**src/rtl/evdev_pkg.sv**
```systemverilog
// evdev_pkg: shared types and sizing helpers for the keyboard-event display
// scheduler (evdev_disp_sched, ev_fifo, evdev_disp_if).
//   evdev_t      - one 32-bit keyboard event word
//   disp_state_t - display scheduler FSM states
package evdev_pkg;

    typedef logic [31:0] evdev_t;

    typedef enum logic [1:0] {
        IDLE  = 2'd0,
        SHOW  = 2'd1,
        BLANK = 2'd2
    } disp_state_t;

    function automatic int max_i(input int a, input int b);
        return (a > b) ? a : b;
    endfunction

    // Bits needed to hold values 0..n-1; at least one bit so a one-cycle
    // dwell still gets a legal counter vector.
    function automatic int cnt_width(input int n);
        return (n <= 2) ? 1 : $clog2(n);
    endfunction

endpackage

```
**src/rtl/evdev_disp_sched_if.sv**
```systemverilog
// evdev_disp_if: event-in / display-out bundle of the display scheduler.
//   ev_data, ev_valid           - keyboard event word and its one-cycle strobe
//   val, blank                  - value for seven_seg and display-dark flag
//   pending, overflow           - FIFO occupancy and sticky drop flag
// Modports: master = event producer / display consumer, slave = scheduler.
interface evdev_disp_if #(
    parameter int DEPTH = 8
);
    import evdev_pkg::*;

    evdev_t                       ev_data;
    logic                         ev_valid;
    evdev_t                       val;
    logic                         blank;
    logic [$clog2(DEPTH+1)-1:0]   pending;
    logic                         overflow;

    modport master (
        output ev_data, ev_valid,
        input  val, blank, pending, overflow
    );

    modport slave (
        input  ev_data, ev_valid,
        output val, blank, pending, overflow
    );

endinterface

```
**src/rtl/ev_fifo.sv**
```systemverilog
// ev_fifo: single-clock pointer-based FIFO of keyboard events.
//   clk, rst    - clock, synchronous active-high reset (empties the FIFO)
//   push, din   - write request and data; accepted when not full, or when
//                 full but a pop happens in the same cycle
//   pop, dout   - read request; dout always shows the head entry so the
//                 consumer can capture it on the popping edge
//   count       - registered occupancy; full/empty decoded from it
module ev_fifo
    import evdev_pkg::*;
#(
    parameter int DEPTH = 8
) (
    input  logic                        clk,
    input  logic                        rst,
    input  logic                        push,
    input  evdev_t                      din,
    input  logic                        pop,
    output evdev_t                      dout,
    output logic [$clog2(DEPTH+1)-1:0]  count,
    output logic                        full,
    output logic                        empty
);
    localparam int AW = $clog2(DEPTH);
    localparam int CW = $clog2(DEPTH + 1);

    evdev_t          mem [DEPTH];
    logic [AW-1:0]   wr_ptr;
    logic [AW-1:0]   rd_ptr;
    logic            push_ok;
    logic            pop_ok;

    assign full    = (count == CW'(DEPTH));
    assign empty   = (count == '0);
    assign pop_ok  = pop && !empty;
    assign push_ok = push && (!full || pop_ok);
    assign dout    = mem[rd_ptr];

    // Storage carries no reset: only the pointers and count define validity.
    always_ff @(posedge clk) begin
        if (push_ok)
            mem[wr_ptr] <= din;
    end

    // Pointers wrap naturally because DEPTH is a power of two.
    always_ff @(posedge clk) begin
        if (rst) begin
            wr_ptr <= '0;
            rd_ptr <= '0;
            count  <= '0;
        end else begin
            if (push_ok)
                wr_ptr <= wr_ptr + 1'b1;
            if (pop_ok)
                rd_ptr <= rd_ptr + 1'b1;
            case ({push_ok, pop_ok})
                2'b10:   count <= count + 1'b1;
                2'b01:   count <= count - 1'b1;
                default: count <= count;
            endcase
        end
    end

endmodule

```
**src/rtl/evdev_disp_sched.sv**
```systemverilog
// evdev_disp_sched: queues keyboard events and holds each one on the
// seven-segment value bus for DWELL_CYCLES clocks so bursts stay readable.
//   clk_100mhz  - system clock
//   rst         - synchronous active-high reset (idle, FIFO empty, outputs 0)
//   bus         - evdev_disp_if slave: ev_data/ev_valid in; val, blank,
//                 pending, overflow out
// Optional feature: define EVDEV_DISP_BLANK_EN to insert BLANK_CYCLES of dark
// display between back-to-back events so repeated keys are distinguishable.
// Without it blank is tied low and BLANK_CYCLES has no effect.
module evdev_disp_sched
    import evdev_pkg::*;
#(
    parameter int DEPTH        = 8,
    parameter int DWELL_CYCLES = 50_000_000,
    parameter int BLANK_CYCLES = 5_000_000
) (
    input  logic           clk_100mhz,
    input  logic           rst,
    evdev_disp_if.slave    bus
);
`ifdef EVDEV_DISP_BLANK_EN
    localparam bit BLANK_EN = 1'b1;
`else
    localparam bit BLANK_EN = 1'b0;
`endif

    localparam int CNT_MAX = BLANK_EN ? max_i(DWELL_CYCLES, BLANK_CYCLES)
                                      : DWELL_CYCLES;
    localparam int CNT_W   = cnt_width(CNT_MAX);
    localparam logic [CNT_W-1:0] DWELL_LD = CNT_W'(DWELL_CYCLES - 1);
    localparam logic [CNT_W-1:0] BLANK_LD = CNT_W'(BLANK_CYCLES - 1);

    disp_state_t   state;
    logic [CNT_W-1:0] cnt;
    evdev_t        val_r;
    logic          blank_r;
    logic          overflow_r;

    logic          pop;
    evdev_t        head;
    logic          full;
    logic          empty;

    ev_fifo #(.DEPTH(DEPTH)) u_fifo (
        .clk   (clk_100mhz),
        .rst   (rst),
        .push  (bus.ev_valid),
        .din   (bus.ev_data),
        .pop   (pop),
        .dout  (head),
        .count (bus.pending),
        .full  (full),
        .empty (empty)
    );

    // Pop decision mirrors the FSM transitions that load val from the FIFO.
    always_comb begin
        pop = 1'b0;
        case (state)
            IDLE:    pop = !empty;
            SHOW:    pop = (cnt == '0) && !empty && !BLANK_EN;
            BLANK:   pop = (cnt == '0);
            default: pop = 1'b0;
        endcase
    end

    always_ff @(posedge clk_100mhz) begin
        if (rst) begin
            state      <= IDLE;
            cnt        <= '0;
            val_r      <= '0;
            blank_r    <= 1'b0;
            overflow_r <= 1'b0;
        end else begin
            // A push into a full FIFO is lost unless a pop frees a slot now.
            if (bus.ev_valid && full && !pop)
                overflow_r <= 1'b1;

            case (state)
                IDLE: begin
                    if (!empty) begin
                        val_r <= head;
                        cnt   <= DWELL_LD;
                        state <= SHOW;
                    end
                end
                SHOW: begin
                    if (cnt != '0) begin
                        cnt <= cnt - 1'b1;
                    end else if (empty) begin
                        state <= IDLE;
`ifdef EVDEV_DISP_BLANK_EN
                    end else begin
                        cnt     <= BLANK_LD;
                        blank_r <= 1'b1;
                        state   <= BLANK;
                    end
`else
                    end else begin
                        val_r <= head;
                        cnt   <= DWELL_LD;
                    end
`endif
                end
`ifdef EVDEV_DISP_BLANK_EN
                BLANK: begin
                    if (cnt != '0) begin
                        cnt <= cnt - 1'b1;
                    end else begin
                        val_r   <= head;
                        cnt     <= DWELL_LD;
                        blank_r <= 1'b0;
                        state   <= SHOW;
                    end
                end
`endif
                default: state <= IDLE;
            endcase
        end
    end

    assign bus.val      = val_r;
    assign bus.blank    = blank_r;
    assign bus.overflow = overflow_r;

endmodule

```
**src/flat_wrapper.sv**
```systemverilog
// flat-port wrapper written by rule: the top's interface ports become plain ports
module evdev_disp_sched_flat import evdev_pkg::*;
#(
    parameter int DEPTH        = 8,
    parameter int DWELL_CYCLES = 50_000_000,
    parameter int BLANK_CYCLES = 5_000_000
)
  (clk_100mhz, rst, bus_ev_data, bus_ev_valid, bus_val, bus_blank, bus_pending, bus_overflow);
  evdev_disp_if #(.DEPTH(DEPTH)) bus_i ();
  input  logic clk_100mhz;
  input  logic rst;
  input wire logic [$bits(bus_i.ev_data)-1:0] bus_ev_data;
  input wire logic [$bits(bus_i.ev_valid)-1:0] bus_ev_valid;
  output wire logic [$bits(bus_i.val)-1:0] bus_val;
  output wire logic [$bits(bus_i.blank)-1:0] bus_blank;
  output wire logic [$bits(bus_i.pending)-1:0] bus_pending;
  output wire logic [$bits(bus_i.overflow)-1:0] bus_overflow;
  assign bus_i.ev_data = bus_ev_data;
  assign bus_i.ev_valid = bus_ev_valid;
  assign bus_val = bus_i.val;
  assign bus_blank = bus_i.blank;
  assign bus_pending = bus_i.pending;
  assign bus_overflow = bus_i.overflow;
  evdev_disp_sched #(.DEPTH(DEPTH), .DWELL_CYCLES(DWELL_CYCLES), .BLANK_CYCLES(BLANK_CYCLES)) u_core (.clk_100mhz(clk_100mhz), .rst(rst), .bus(bus_i));
endmodule
```
**config.mk**
```make
export PLATFORM = sky130hd
export DESIGN_NAME = evdev_disp_sched_flat
export DESIGN_NICKNAME = d
export VERILOG_FILES = /design/src/rtl/evdev_pkg.sv /design/src/rtl/evdev_disp_sched_if.sv /design/src/rtl/ev_fifo.sv /design/src/rtl/evdev_disp_sched.sv /design/src/flat_wrapper.sv
export SDC_FILE = /design/constraint.sdc
export NUM_CORES = 1
export LEC_CHECK = 0
export ABC_AREA = 1
export CAP_MARGIN = 10
export CORE_AREA = 2 2 166 168
export CTS_CLUSTER_DIAMETER = 60
export DETAILED_ROUTE_END_ITERATION = 6
export DIE_AREA = 0 0 168 170
export PLACE_DENSITY = 0.65
export SLEW_MARGIN = 20
export SYNTH_ARGS = -nofsm -noshare
export SYNTH_HDL_FRONTEND = slang
export SYNTH_SLANG_ARGS = --single-unit
export TNS_END_PERCENT = 5
```
**constraint.sdc**
```tcl
create_clock -name clk_100mhz -period 3.8 [get_ports clk_100mhz]
set_input_delay 0.76 -clock clk_100mhz [delete_from_list [all_inputs] [get_ports clk_100mhz]]
set_output_delay 0.76 -clock clk_100mhz [all_outputs]
set_load 0.01 [all_outputs]
```
# Yosys cells after proc, flatten, opt, wreduce, memory -nomap -nowiden
# Memories as Yosys holds them, arrays and structs flattened. A register that Yosys moved wholly into a read port is not among the register bits.
# Index checks and enable logic that the tools add are counted.
dict set report op_classes {
  n_addsub 5
  eq_ne 8
  n_mux 16
  reduce_logical 17
}
# cell count
set op_table {}
lappend op_table {{32-bit two-way mux} 2}
lappend op_table {{32-bit one-hot mux with 2 select lines} 1}
lappend op_table {{26-bit two-way mux} 2}
lappend op_table {{26-bit one-hot mux with 2 select lines} 1}
lappend op_table {{26-bit logical NOT} 1}
lappend op_table {{26-bit nonzero test} 1}
lappend op_table {{26-bit by 1-bit subtractor with 26-bit output, second input constant} 1}
lappend op_table {{4-bit one-hot mux with 2 select lines} 1}
lappend op_table {{3-bit by 1-bit adder with 3-bit output, second input constant} 2}
lappend op_table {{2-bit two-way mux} 3}
lappend op_table {{3-bit two-way mux} 2}
lappend op_table {{1-bit logical AND} 5}
lappend op_table {{4-bit by 1-bit adder with 4-bit output, second input constant} 1}
lappend op_table {{2-bit by 1-bit == test with 1-bit output, second input constant} 2}
lappend op_table {{2-bit == test, second input constant} 2}
lappend op_table {{4-bit == test, second input constant} 1}
lappend op_table {{4-bit logical NOT} 1}
lappend op_table {{2-bit inequality test, second input constant} 2}
lappend op_table {{2-bit one-hot mux with 2 select lines} 1}
lappend op_table {{2-bit nonzero test} 2}
lappend op_table {{4-bit by 1-bit subtractor with 4-bit output, second input constant} 1}
lappend op_table {{1-bit logical NOT} 3}
lappend op_table {{1-bit one-hot mux with 3 select lines} 1}
lappend op_table {{3-bit AND reduction} 1}
lappend op_table {{5 further kinds} 6}
dict set report totals {
  regBits 71
  mem_bits_rw 256
  input_bits 35
  out_inout_bits 38
  elab_cells 54
  mem_count 1
}
# name depth width rd rd_clocked_by_memory_dff write_ports line_no
set mem_list {}
lappend mem_list {u_core.u_fifo.mem 8 32 1 1 1 ev_fifo.sv:26} ;# evdev_t mem [DEPTH];

# Logic depth before layout (Yosys ltp)
# Gate-level depths: netlist of the first run.
dict set report depth {
  ltp_word 9
  mapped_depth 18
  depth_no_buf 18
}

# Modules after synthesis
# A second synthesis of the first run with hierarchy kept.
dict set report hier_totals {
  cells_unflattened 1190
  hier_area_um2 13543.0
}
# module n_inst cells_per_inst area_per_inst_um2 seq_area_each_um2
set by_module_without_submodules {}
lappend by_module_without_submodules {ev_fifo 1 748 10550.1 7947.6}
lappend by_module_without_submodules {evdev_disp_sched 1 442 2992.9 1201.2}

# Least setup slack after synthesis of the first run
# OpenSTA, ideal clock, no wires.
dict set report synth_timing {
  kind {register -> register}
  from {register u_core.cnt[0]}
  to {memory u_core.u_fifo.mem[1][0] (netlist name) (enable)}
  setup_time_ns 0.421
  t_arrival_ns 2.721
  required_time_ns 3.379
  slack_ns 0.658
  path_stages_with_launch 13
  path_buffers 0
  period_less_slack_ns 3.142
  cell_sequence {dfxtp_1 -> inv_1 -> ha_1 -> nand3_1 -> nor2_2 -> nand3_2 -> nand2_4 -> inv_2 -> nand2_1 -> nand2_2 -> nor2_1 -> inv_1 -> nor2_1}
}
dict set report synth_via {
  elab_chain_len 8
}
# element line_no
set synth_rtl {}
lappend synth_rtl {{start: declaration} evdev_disp_sched.sv:34} ;# logic [CNT_W-1:0] cnt;
lappend synth_rtl {{start signal: assignment} evdev_disp_sched.sv:89} ;# cnt <= cnt - 1'b1;
lappend synth_rtl {{26-bit logical NOT (*)} {evdev_disp_sched.sv:61, evdev_disp_sched.sv:62}}
lappend synth_rtl {{1-bit logical AND} evdev_disp_sched.sv:61} ;# SHOW: pop = (cnt == '0) && !empty && !BLANK_EN;
lappend synth_rtl {{1-bit one-hot mux with 3 select lines (*)} evdev_disp_sched.sv:59} ;# case (state)
lappend synth_rtl {{1-bit logical AND (*)} ev_fifo.sv:34} ;# assign pop_ok = pop && !empty;
lappend synth_rtl {{1-bit logical OR (*)} ev_fifo.sv:35} ;# assign push_ok = push && (!full || pop_ok);
lappend synth_rtl {{1-bit logical AND (*)} ev_fifo.sv:35}
lappend synth_rtl {{1-bit two-way mux (*)} ev_fifo.sv:40} ;# if (push_ok)
lappend synth_rtl {{1-bit two-way mux (not written as such) (*)} ev_fifo.sv:41} ;# mem[wr_ptr] <= din;
lappend synth_rtl {{end: declaration} ev_fifo.sv:26}
# Every way passes the cells marked *; elsewhere a longest branch is shown, timed or not.

# Worst setup path in the final report of the first run
dict set report layout_timing {
  from {register u_core.cnt[0]}
  to {memory u_core.u_fifo.mem[7][25] (netlist name) (enable)}
}
# The elaborated chain is that of the path after synthesis.

==> flow_metrics.py, run 1 <==
metrics = {
    "run_status": {
        "outcome": "finished, final reports clean",
    },
    "final_layout": {
        "layout_common_cells": "256 x edfxtp_1, 169 x nor2_1, 162 x nand2_1, 150 x o21ai_0",
        "drive_gt1_share_pct": 7.88,
        "mostFrequentLayoutCell": "edfxtp_1",
        "fillers": 2224,
        "num-nets-final": 1268,
        "area_growth_pct": 16.2,
        "multiInputGateArea_um2": 3560,
        "seqCellArea_um2": 9150,
        "diodes": 0,
        "final_area_um2": 15300,
    },
    "floorplanning": {
        "die_h_um": 170,
        "top_level_ports": 73,
        "die_w_um": 168,
        "initial_core_util_pct": 49.3,
        "rows": 60,
        "die-area_um2": 28600,
        "coreArea_um2": 26700,
    },
    "setup_path": {
        "critPathBufInv": 4,
        "cpLargestDelayFamily": "simple AND/OR/NAND/NOR gates",
        "endpoint_kind": "register",
        "cp-start-kind": "register",
        "worstSetupPathType": "reg2reg",
        "crit_chain": "inv_1, ha_1, nand3_1, nor2_2, nand3_2, nand2_4, inv_2, nand2_1, nand2_2, nor2_1, inv_1, nor2_4, buf_4",
        "cp_max_fo": 25,
        "slowest_delay_ns": 0.42,
        "cp_slowest_cell": "buf_4",
        "worstPathArrival_ns": 3.07,
        "critical_path_required_ns": 3.97,
        "path_common_cell": "inv_1",
        "path_depth": 13,
        "rr_worst_depth": 13,
    },
    "detailed_routing": {
        "drt-initial-drc-count": 717,
        "via_count": 8781,
        "drc": 0,
        "routed_via_density": 5.50,
        "dr.pass1.iters": 7,
        "routedWlPerCell_um": 18.1,
        "detail-route-antenna-nets": 0,
        "wirelength_mm": 28.9,
    },
    "place": {
        "gp_congestion": 0.807,
        "dpl_cell_area_um2": 14200,
        "io_buffers": 71,
        "hpwl_mm": 16.5,
    },
    "clock_network": {
        "cts_hold_buf": 0,
        "post_cts_buffers": 0,
        "clk_pin_slew_worst_paths_ns": 0.05,
        "cts-root-buf": "clkbuf_16",
        "clock_latency_ns": 0.52,
        "cts_buffers": 36,
        "cts_max_path_buffers": 3,
        "cts_tree": "yes",
        "h-tree-depth": 2,
        "clock_sinks": 329,
        "post_cts_resized": 0,
    },
    "synth": {
        "avgSynthCellArea_um2": 11.2,
        "netlist_area_um2": 13100,
        "synth_nets": 1208,
        "synth-async-reset-ratio_pct": 0,
        "synth_ff_type": "edfxtp_1",
        "synth-edff-count": 256,
        "yosys_warnings": 0,
        "synth-seq-cells": 329,
        "ys_seq_area_share_pct": 69.6,
        "syn_inst": 1168,
        "synthDistinctLibCells": 40,
    },
    "sta": {
        "fin_setup_tns_ns": 0,
        "tightest_slew_ns": 1.03,
        "hold_viol_final": 0,
        "rsz0062_at_grt": "false",
        "maxSlewViolCount": 0,
        "slew_headroom_pct": 31.1,
        "finalCritPeriodShare_pct": 76.4,
        "fin_skew_ns": 0.0156,
        "setup_viol": 0,
        "period_needed_ns": 2.90,
        "max_freq_mhz": 344,
    },
    "power": {
        "p_leak_nw": 5.26,
        "cellPowerDensity_nw_per_um2": 744,
        "power_mw": 11.4,
        "ir_worst_vdd_mv": 0.389,
    },
    "min_path": {
        "hp-class": "reg2reg",
        "min_path_cells": 1,
    },
    "grt": {
        "gr-total-overflow": 0,
        "grt_max_degree": 97,
        "grt_pass1_vias": 8512,
        "antenna_found_initial": 0,
        "track_usage_pct": 20.4,
        "grt_pass1_wl_mm": 45.7,
    },
    "job": {
        "max_cap_violations": 0,
    },
}
## worst paths after layout
path	startpoint	endpoint	slack [ns]
hold / removal	u_core.u_fifo.rd_ptr[2]	register	0.45
hold reg to reg	u_core.u_fifo.rd_ptr[2]	register	0.45
setup / recovery	u_core.cnt[0]	u_core.u_fifo.mem[7][25]	0.90
setup reg to reg	u_core.cnt[0]	u_core.u_fifo.mem[7][25]	0.90
## state kept, by name (all words and copies together), names as in the netlist, named ones only
register              count
u_core.u_fifo.count       4
u_core.u_fifo.rd_ptr      3
u_core.cnt               26
u_core.state              1
u_core.u_fifo.mem       256
u_core.bus.overflow       1
u_core.u_fifo.wr_ptr      3
u_core.bus.val           32
## cell usage after synthesis, drive strengths merged, types with 2 or more instances
| cell type | instances | share of area (%) |
|---|---|---|
| edfxtp | 256 | 59 |
| nor2 | 188 | 5.8 |
| o21ai | 185 | 7.0 |
| nand2 | 167 | 4.9 |
| dfxtp | 73 | 11 |
| a21oi | 58 | 2.2 |
| inv | 45 | 1.3 |
| clkbuf | 39 | 1.1 |
| a31oi | 37 | 1.8 |
| o22ai | 32 | 1.5 |
| buf | 26 | 1.2 |
| nand3 | 18 | 0.80 |
| nor3 | 9 | 0.38 |
| nand4 | 7 | 0.33 |
| ha | 5 | 0.48 |
| xor2 | 5 | 0.33 |
| a211oi | 4 | 0.27 |
| a221oi | 2 | 0.13 |
| nand3b | 2 | 0.14 |
| nor4 | 2 | 0.095 |
| xnor2 | 2 | 0.13 |
## layer usage
metal	vias to the layer above	global-route usage (%)	share of wire (%)	wire length [µm]
met3	44	2.95	4.1	1200
met4	0	6.31	2.0	580
met1	4238	27.6	45	13100
met2	215	34.5	48	14000
met5	-	0	0	0
li1	4284	-	-	-
## cell type report
class | count | area share, %
sequential | 329 | 60.0
clock buffer | 49 | 6.42
inverter | 46 | 1.17
tap | 341 | 2.79
clock inverter | 17 | 0.721
timing repair buffer | 87 | 5.61
multi-input combinational | 728 | 23.3
## cells by family (layout without fill, tap and decap cells)
kind of cell / after synthesis / after routing / share of synthesized area [%]
flops: 329 / 329 / 69.6
xor+xnor: 7 / 7 / 0.467
buf+inv: 111 / 199 / 3.70
fa+ha+maj: 5 / 5 / 0.476
simple gates: 394 / 394 / 12.6
other cells: 1 / 1 / 0.0285
compound gates: 321 / 321 / 13.1
## power by group
part | switching [mW] | leakage, nW | total [mW] | internal, mW
registers | 0.362 | 2.93 | 4.66 | 4.30
logic | 2.25 | 1.80 | 3.48 | 1.23
clock network | 1.33 | 0.533 | 3.21 | 1.88
## through the flow
step | instances | hold slack (ns) | setup slack (ns) | util [%]
final | 1597 | 0.447 | 0.895 | 57.3
after global routing | 1597 | 0.462 | 0.682 | 57.3
after CTS | 1597 | 0.444 | 0.903 | 57.3
after detailed placement | 1531 | 0.444 | 0.908 | 53.2
after global placement | 1531 | 0.429 | 0.976 | 53.2
after floorplan | 1168 | 0.412 | 0.658 | -
(Power assumes the default switching activity.)
==> inputs of run 2 (changes only) <==
--- a/config.mk
+++ b/config.mk
@@ -11,7 +11,7 @@
 export CTS_CLUSTER_DIAMETER = 60
 export DETAILED_ROUTE_END_ITERATION = 6
 export DIE_AREA = 0 0 168 170
-export PLACE_DENSITY = 0.65
+export PLACE_DENSITY = 0.67
 export SLEW_MARGIN = 20
 export SYNTH_ARGS = -nofsm -noshare
 export SYNTH_HDL_FRONTEND = slang
==> constraint.sdc (replaced) <==
create_clock -name clk_100mhz -period 2.5 [get_ports clk_100mhz]
set_input_delay 0.5 -clock clk_100mhz [delete_from_list [all_inputs] [get_ports clk_100mhz]]
set_output_delay 0.5 -clock clk_100mhz [all_outputs]
set_load 0.01 [all_outputs]
==> run 2 against run 1 <==
Compared with the run above:
- sequential cell count did not move
- clock-buffer cell count did not move
- fmax rose by 26%
- critical path depth did not move
- design area rose by 2.1%
- final cell count rose by 0.69%
- total power rose by 56%
- non-clock buffer count rose by 16
- hold slack improved by 0.016 ns
- die area did not move
- via count rose by 0.50%
- clock skew rose by 0.0065 ns
- critical path type unchanged
==> flow_metrics.py, run 2 (synthesis results as in run 1) <==
metrics = {
    "setup_path": {
        "cp-start-kind": "register",
        "slowest_delay_ns": 0.29,
        "cp_max_fo": 13,
        "cp_slowest_cell": "dfxtp_1",
        "endpoint_kind": "register",
        "worstSetupPathType": "reg2reg",
        "worstPathArrival_ns": 2.49,
        "critical_path_required_ns": 2.69,
        "crit_chain": "inv_1, ha_1, nand3_1, nor2_2, nand3_2, nand2_4, inv_2, nand2_1, nand2_2, inv_2, nand2_2, nor2_4, buf_4",
    },
    "sta": {
        "max_freq_mhz": 434,
        "hold_viol_final": 0,
        "finalCritPeriodShare_pct": 92.1,
        "slew_headroom_pct": 60.4,
        "setup_viol": 0,
        "period_needed_ns": 2.30,
        "maxSlewViolCount": 0,
        "fin_skew_ns": 0.0221,
        "rsz0062_at_grt": "false",
        "tightest_slew_ns": 0.593,
    },
    "detailed_routing": {
        "detail-route-antenna-nets": 0,
        "drt-initial-drc-count": 801,
        "wirelength_mm": 29.5,
        "dr.pass1.iters": 5,
        "routedWlPerCell_um": 18.3,
        "drc": 0,
        "routed_via_density": 5.49,
        "via_count": 8825,
    },
    "final_layout": {
        "top_register": "u_core.u_fifo.mem",
        "fillers": 2116,
        "num-nets-final": 1283,
        "layout_common_cells": "256 x edfxtp_1, 169 x nor2_1, 162 x nand2_1, 150 x o21ai_0",
        "largest_reg_flops": 256,
        "multiInputGateArea_um2": 3560,
        "drive_gt1_share_pct": 9.32,
        "area_growth_pct": 18.6,
        "mostFrequentLayoutCell": "edfxtp_1",
        "final_util_pct": 58.5,
        "final_area_um2": 15600,
        "seqCellArea_um2": 9150,
    },
    "clock_network": {
        "clock_sinks": 329,
        "clock_latency_ns": 0.51,
        "cts_max_path_buffers": 3,
        "cts_tree": "yes",
        "cts_buffers": 35,
        "clk_pin_slew_worst_paths_ns": 0.06,
        "post_cts_resized": 0,
        "cts_hold_buf": 0,
        "post_cts_buffers": 0,
        "cts-root-buf": "clkbuf_16",
        "h-tree-depth": 2,
    },
    "floorplanning": {
        "die_h_um": 170,
        "top_level_ports": 73,
        "initial_core_util_pct": 49.3,
        "coreArea_um2": 26700,
        "rows": 60,
        "die_w_um": 168,
        "die-area_um2": 28600,
    },
    "grt": {
        "gr-total-overflow": 0,
        "track_usage_pct": 20.8,
        "grt_pass1_vias": 8685,
        "grt_pass1_wl_mm": 46.6,
        "grt_max_degree": 97,
        "antenna_found_initial": 1,
    },
    "place": {
        "gp_congestion": 0.847,
        "dpl_cell_area_um2": 14500,
        "io_buffers": 71,
        "hpwl_mm": 17.5,
    },
    "power": {
        "ir_worst_vdd_mv": 0.702,
        "cellPowerDensity_nw_per_um2": 1130,
        "p_leak_nw": 5.41,
    },
    "min_path": {
        "hp-class": "reg2reg",
    },
    "job": {
        "max_cap_violations": 0,
    },
    "run_status": {
        "outcome": "finished, final reports clean",
    },
}
[run 2: cell count changes in the layout (fill, tap and decap cells not counted), moves of 2 or more]
cell	delta
clkbuf_16	-2
clkinv_1	-8
clkbuf_1	-3
clkbuf_8	+5
inv_1	+2
buf_12	+14
[run 2: final timing paths]
kind	depth (start not counted)	slack (ns)	endpoint	start
max	13	0.20	u_core.u_fifo.mem[4][8]	u_core.cnt[0]
min	1	0.46	u_core.bus.overflow	u_core.bus.overflow
max reg2reg	13	0.20	u_core.u_fifo.mem[4][8]	u_core.cnt[0]
min reg2reg	1	0.46	u_core.bus.overflow	u_core.bus.overflow
[run 2: layer usage]
| layer | global-route usage, % | routed length, µm | vias to the layer above |
|---|---|---|---|
| met2 | 35.4 | 14200 | 234 |
| met5 | 0 | 0 | - |
| li1 | - | - | 4311 |
| met1 | 27.7 | 13300 | 4236 |
| met3 | 3.58 | 1450 | 44 |
| met4 | 6.16 | 557 | 0 |
[run 2: area by class of cell]
type | instances | area share, %
timing repair buffer | 103 | 7.41
clock buffer | 49 | 6.34
antenna | 1 | 0.0161
tap | 341 | 2.74
inverter | 46 | 1.15
multi-input combinational | 728 | 22.9
sequential | 329 | 58.7
clock inverter | 11 | 0.747
[run 2: per-stage QoR]
| step | power [mW] | cells | setup TNS, ns | hold WS [ns] | worst slack (ns) |
|---|---|---|---|---|---|
| finish | 17.7 | 1608 | 0 | 0.463 | 0.196 |
| global placement | 12.7 | 1547 | 0 | 0.430 | 0.252 |
| detailed placement | 12.8 | 1547 | 0 | 0.450 | 0.170 |
| floorplan | 10.8 | 1168 | -32.73 | 0.412 | -0.138 |
| global route | 18.8 | 1608 | 0 | 0.496 | 0.000298 |
| CTS | 17.8 | 1607 | 0 | 0.470 | 0.161 |
[run 2: power breakdown]
part / internal, mW / switching (mW) / leakage (nW) / total (mW)
clock: 2.97 / 2.00 / 0.546 / 4.97
sequential: 6.54 / 0.453 / 2.93 / 6.99
combinational: 2.09 / 3.62 / 1.93 / 5.71
total: 11.6 / 6.07 / 5.41 / 17.7
[run 2: worst max-delay path, delay by kind of cell (launching register included)]
family	cells	cell delay, ns
buffers and inverters	4	0.53
AND/OR/NAND/NOR	8	0.95
flip-flops	1	0.29
adder cells (fa/ha/maj)	1	0.21
==> inputs of run 3 (changes only) <==
--- a/config.mk
+++ b/config.mk
@@ -16,4 +16,4 @@
 export SYNTH_ARGS = -nofsm -noshare
 export SYNTH_HDL_FRONTEND = slang
 export SYNTH_SLANG_ARGS = --single-unit
-export TNS_END_PERCENT = 5
+export TNS_END_PERCENT = 1
==> results of run 3 <==
Final layout, timing and power as in run 2 (identical DEF).
